### config.mk
export PLATFORM = sky130hd
export DESIGN_NAME = atari_write_capture
export DESIGN_NICKNAME = d
export VERILOG_FILES = /design/src/rtl/atari_write_capture.sv
export SDC_FILE = /design/constraint.sdc
export NUM_CORES = 1
export LEC_CHECK = 0
export BUFFER_PORTS_ARGS = -buffer_cell sky130_fd_sc_hd__buf_2
export CAP_MARGIN = 15
export CELL_PAD_IN_SITES_DETAIL_PLACEMENT = 1
export CELL_PAD_IN_SITES_GLOBAL_PLACEMENT = 2
export CORE_MARGIN = 2
export CORE_UTILIZATION = 34
export DETAILED_ROUTE_END_ITERATION = 8
export HOLD_SLACK_MARGIN = 0.06
export PLACE_DENSITY_LB_ADDON = 0.1
export SYNTH_ARGS = -nofsm -noshare
export SYNTH_HDL_FRONTEND = slang
export SYNTH_SLANG_ARGS = --single-unit
### constraint.sdc
create_clock -name clk -period 4.81 [get_ports clk]
set_clock_uncertainty 0.15 [all_clocks]
set_input_delay 0.2405 -clock clk [delete_from_list [all_inputs] [get_ports clk]]
set_output_delay 0.2405 -clock clk [all_outputs]
set_load 0.1 [all_outputs]
### src/rtl/atari_write_capture.sv
// Atari 7800 cartridge-bus write capture: PHI2-qualified write commit, POKEY write queue,
// optional $2200 control register (enabled by defining ATARI_WCAP_2200_EN).
module atari_write_capture #(
    parameter int FIFO_DEPTH    = 4,
    parameter int SETTLE_CYCLES = 4
) (
    input  logic                          clk,
    input  logic                          reset_n,
    input  logic [15:0]                   a_sync,
    input  logic [7:0]                    d_in,
    input  logic                          phi2_sync,
    input  logic                          rw_sync,
    input  logic                          halt_sync,
    input  logic                          pokey_ready,
    output logic                          pokey_we,
    output logic [3:0]                    pokey_addr,
    output logic [7:0]                    pokey_data,
    output logic [7:0]                    ctrl_2200,
    output logic                          ctrl_strobe,
    output logic [$clog2(FIFO_DEPTH):0]   fifo_level,
    output logic                          overflow
);

    localparam int PTR_W = $clog2(FIFO_DEPTH);
    localparam int LVL_W = PTR_W + 1;
    localparam int CNT_W = $clog2(SETTLE_CYCLES + 1);
    localparam logic [CNT_W-1:0] SETTLE_MAX = CNT_W'(SETTLE_CYCLES);
    localparam logic [LVL_W-1:0] LVL_FULL   = LVL_W'(FIFO_DEPTH);

    typedef enum logic [1:0] {IDLE, HIGH, COMMIT} state_t;

    state_t           state_q, state_d;
    logic [CNT_W-1:0] cnt_q, cnt_d, cnt_inc;
    logic             shadow_valid_q, shadow_valid_d;
    logic             shadow_ctrl_q, shadow_ctrl_d;
    logic [3:0]       shadow_addr_q, shadow_addr_d;
    logic [7:0]       shadow_data_q, shadow_data_d;

    logic [11:0]      fifo_mem [FIFO_DEPTH];
    logic [PTR_W-1:0] wr_ptr_q, wr_ptr_d, rd_ptr_q, rd_ptr_d;
    logic [LVL_W-1:0] level_q, level_d;
    logic             overflow_q, overflow_d;
    logic             we_q, we_d;
    logic [11:0]      word_q, word_d;

    logic pokey_hit, ctrl_hit, qualify;
    logic commit_push, commit_ctrl, pop, full, push_ok;

    assign pokey_hit = (a_sync[15:4] == 12'h045);
`ifdef ATARI_WCAP_2200_EN
    assign ctrl_hit  = (a_sync == 16'h2200);
`else
    assign ctrl_hit  = 1'b0;
`endif
    assign qualify = phi2_sync && !rw_sync && halt_sync && (pokey_hit || ctrl_hit);
    assign cnt_inc = (cnt_q == SETTLE_MAX) ? cnt_q : cnt_q + CNT_W'(1);

    // FSM: state register
    always_ff @(posedge clk or negedge reset_n) begin
        if (!reset_n) state_q <= IDLE;
        else          state_q <= state_d;
    end

    // FSM: next state; the exit sample's increment counts the final high sample
    always_comb begin
        state_d = state_q;
        case (state_q)
            IDLE:    if (phi2_sync) state_d = HIGH;
            HIGH:    if (!phi2_sync)
                         state_d = (shadow_valid_q && cnt_inc == SETTLE_MAX) ? COMMIT : IDLE;
            COMMIT:  state_d = IDLE;
            default: state_d = IDLE;
        endcase
    end

    // FSM: outputs
    always_comb begin
        commit_push = (state_q == COMMIT) && !shadow_ctrl_q;
        commit_ctrl = (state_q == COMMIT) &&  shadow_ctrl_q;
    end

    // High-time counter and bus shadow; last qualifying sample wins
    always_comb begin
        cnt_d          = cnt_q;
        shadow_valid_d = shadow_valid_q;
        shadow_ctrl_d  = shadow_ctrl_q;
        shadow_addr_d  = shadow_addr_q;
        shadow_data_d  = shadow_data_q;
        case (state_q)
            IDLE: if (phi2_sync) begin
                cnt_d          = '0;
                shadow_valid_d = 1'b0;
            end
            HIGH: begin
                cnt_d = cnt_inc;
                if (qualify) begin
                    shadow_valid_d = 1'b1;
                    shadow_ctrl_d  = ctrl_hit;
                    shadow_addr_d  = a_sync[3:0];
                    shadow_data_d  = d_in;
                end
            end
            default: ;
        endcase
    end

    // Write queue; a pop in the same cycle frees room for a push into a full queue
    always_comb begin
        pop        = (level_q != '0) && pokey_ready;
        full       = (level_q == LVL_FULL);
        push_ok    = commit_push && (!full || pop);
        wr_ptr_d   = push_ok ? wr_ptr_q + PTR_W'(1) : wr_ptr_q;
        rd_ptr_d   = pop     ? rd_ptr_q + PTR_W'(1) : rd_ptr_q;
        level_d    = level_q + LVL_W'(push_ok) - LVL_W'(pop);
        overflow_d = overflow_q || (commit_push && !push_ok);
        we_d       = pop;
        word_d     = pop ? fifo_mem[rd_ptr_q] : word_q;
    end

    always_ff @(posedge clk) begin
        if (push_ok) fifo_mem[wr_ptr_q] <= {shadow_addr_q, shadow_data_q};
    end

    always_ff @(posedge clk or negedge reset_n) begin
        if (!reset_n) begin
            cnt_q          <= '0;
            shadow_valid_q <= 1'b0;
            shadow_ctrl_q  <= 1'b0;
            shadow_addr_q  <= '0;
            shadow_data_q  <= '0;
            wr_ptr_q       <= '0;
            rd_ptr_q       <= '0;
            level_q        <= '0;
            overflow_q     <= 1'b0;
            we_q           <= 1'b0;
            word_q         <= '0;
        end else begin
            cnt_q          <= cnt_d;
            shadow_valid_q <= shadow_valid_d;
            shadow_ctrl_q  <= shadow_ctrl_d;
            shadow_addr_q  <= shadow_addr_d;
            shadow_data_q  <= shadow_data_d;
            wr_ptr_q       <= wr_ptr_d;
            rd_ptr_q       <= rd_ptr_d;
            level_q        <= level_d;
            overflow_q     <= overflow_d;
            we_q           <= we_d;
            word_q         <= word_d;
        end
    end

    assign pokey_we   = we_q;
    assign pokey_addr = word_q[11:8];
    assign pokey_data = word_q[7:0];
    assign fifo_level = level_q;
    assign overflow   = overflow_q;

`ifdef ATARI_WCAP_2200_EN
    logic [7:0] ctrl_q, ctrl_d;
    logic       ctrl_strobe_q, ctrl_strobe_d;

    always_comb begin
        ctrl_d        = commit_ctrl ? shadow_data_q : ctrl_q;
        ctrl_strobe_d = commit_ctrl;
    end

    always_ff @(posedge clk or negedge reset_n) begin
        if (!reset_n) begin
            ctrl_q        <= 8'h00;
            ctrl_strobe_q <= 1'b0;
        end else begin
            ctrl_q        <= ctrl_d;
            ctrl_strobe_q <= ctrl_strobe_d;
        end
    end

    assign ctrl_2200   = ctrl_q;
    assign ctrl_strobe = ctrl_strobe_q;
`else
    // Control target is never shadowed, so commit_ctrl stays low here
    assign ctrl_2200   = 8'h00;
    assign ctrl_strobe = 1'b0;
`endif

endmodule

==> qor.yml <==
port-buffer-count: 46
cellLeakagePower_uw: 0.00186
final_cell_mix: "48 x edfxtp_1, 46 x buf_2, 42 x nand2_1, 39 x dfrtp_1, 14 x dlygate4sd3_1"
cp.required_ns: 4.94
final_common_cell: "edfxtp_1"
ys_ff_latch: 87
hold_violations: 0
routedWlPerCell_um: 16.4
layout.area.seq_um2: 2420
status: "complete, no violations"
fin_ws_ns: 2.01
cts.sinks: 87
fp.coreArea_um2: 10200
rsz0062_at_grt: "false"
cp_max_fo: 8
initial_utilization: 0.346
cts_root_buf: "clkbuf_8"
hold_class: "input pin to flip-flop"
post_cts_resize_count: 0
tns_ns: 0
dp_hpwl_um: 4630
ir_drop_mv: 0.213
netlist_instances: 226
via_per_inst: 4.54
syn_avg_cell_area_um2: 15.6
r2r_slack_ns: 2.01
arrival_ns: 2.93
ant_nets: 0
max-slew-margin-rel: 0.299
grt_use_total: 0.141
antenna_found_initial: 0
vias: 1963
die_y_um: 106
drt_iter0_drc: 49
slew_violations: 0
ioPinCount: 56
cts_tree: "yes"
clk_latency_ns: 0.35
wirelength_um: 7080
min_period_ns: 2.80
firstDrtPassIters: 4
p_per_area_nw_per_um2: 506
htreeDepth: 3
critPathKind: "flip-flop to flip-flop"
clockBufferDepth: 2
die_x_um: 106
p_total_uw: 2120
drive_above_1_share: 0.314
first_global_vias: 2121
pre_cts_ws_ns: 2.01
gp_congestion: 0.697
setup_violations: 0
die-area_um2: 11200
fin_crit_sh: 0.582
area_growth_pct: 18.9
nNetsFinal: 330
grt_pass1_wl_um: 11600
max_freq_mhz: 357
cts_buffers: 9
grt_overflow: 0
grt_max_degree: 40
multi_input_area_um2: 1000
antennaDiodeCount: 0
ys_types: 36
fill_cells: 1071
rows: 37
cap_violations: 0
clk_pin_slew_ns: 0.09
yosysSeqAreaShare: 0.686
cp-end-kind: "flip-flop"
finish.utilization: 0.411
route.detailed.drc: 0
syn_area_um2: 3520
worst_slew_pin_slew_ns: 1.04
timing.hold.ws_ns: 0.184
start_kind: "flip-flop"
yosys_warnings: 0
## per-stage QoR
step | area (um2) | instances
2_1_floorplan | 3550 | 234
3_3_place_gp | 3870 | 402
3_5_place_dp | 3870 | 402
4_1_cts | 4190 | 432
5_1_grt | 4190 | 432
6_report | 4190 | 432
## cell type report
class                      instances  area share
clock buffer                       9      0.0296
timing repair buffer              61      0.0902
sequential                        87       0.577
tap                              136      0.0406
clock inverter                     7      0.0137
multi-input combinational        122       0.240
inverter                          10     0.00896
## where the power goes
| part | leakage (uW) | internal, uW | switching [uW] |
|---|---|---|---|
| clock network | 0.0000877 | 194 | 275 |
| registers | 0.00105 | 849 | 114 |
| logic | 0.000726 | 167 | 521 |
| total | 0.00186 | 1210 | 910 |
## worst max-delay path, cell delays in order (launching register included)
cell	delay (ns)
dfrtp_1	0.43
nor4b_1	0.18
nor3b_1	0.63
inv_1	0.11
ha_1	0.30
inv_1	0.04
ha_1	0.18
fa_1	0.38
xnor2_1	0.20
xnor2_1	0.13
## cells by family after synthesis
logic type / synth area share
DFF: 0.686
and+or+nand+nor: 0.0866
muxes: 0.118
buffers and inverters: 0.0387
AOI/OAI and AO/OA: 0.0227
adders and majority gates: 0.0341
xor gates and xnor gates: 0.0124
other: 0.00106
## flip-flops by register name (all words and copies together) (netlist names)
name and count:
cnt_q 3, fifo_level 3, fifo_mem 48, overflow 1, pokey_we 1, rd_ptr_q 2
shadow_addr_q 4, shadow_data_q 8, shadow_valid_q 1, state_q 2, word_q 12, wr_ptr_q 2
## worst paths after layout
| kind | from | endpoint | cells after the start |
|---|---|---|---|
| max reg2reg | fifo_level[2] | fifo_level[2] | 9 |
| min | pokey_ready | overflow | 3 |
| max | fifo_level[2] | fifo_level[2] | 9 |
| min reg2reg | word_q[8] | word_q[8] | 2 |
| max in group asynchronous | reset_n | wr_ptr_q[0] | 2 |
| min in group asynchronous | reset_n | word_q[2] | 2 |
## layer usage
metal / track usage / wire, um
met1: 0.192 / 3300
met2: 0.221 / 3400
met3: 0.0414 / 334
met4: 0.0367 / 40
met5: 0 / 0
## synth_stat cells
master	number	area, um2
a211oi_1	1	7.51
a21o_2	1	8.76
a21oi_1	3	15.0
a22o_1	1	8.76
a31o_2	1	8.76
a31oi_1	1	6.26
and2_1	4	25.0
and4b_1	1	10.0
buf_1	1	3.75
buf_2	1	5.00
buf_4	9	67.6
buf_6	1	11.3
clkbuf_1	3	11.3
conb_1	1	3.75
dfrtp_1	39	976
edfxtp_1	48	1440
fa_1	1	20.0
ha_1	8	100
inv_1	10	37.5
mux2_2	13	146
mux4_2	12	270
nand2_1	42	158
nand3_1	1	5.00
nand3b_1	1	7.51
nand4b_1	1	8.76
nor2_1	4	15.0
nor2b_1	1	6.26
nor3_1	2	10.0
nor3b_1	1	7.51
nor4_4	1	21.3
nor4b_1	2	17.5
o21ai_0	2	10.0
o21bai_1	1	7.51
o31ai_1	1	7.51
or4b_4	1	13.8
xnor2_1	5	43.8
## what timing repair did
action                    in CTS  in global routing
hold buffers                  14                  0
setup buffers                  0                  0
hold endpoints to repair      53                  0
(Power assumes the default switching activity.)
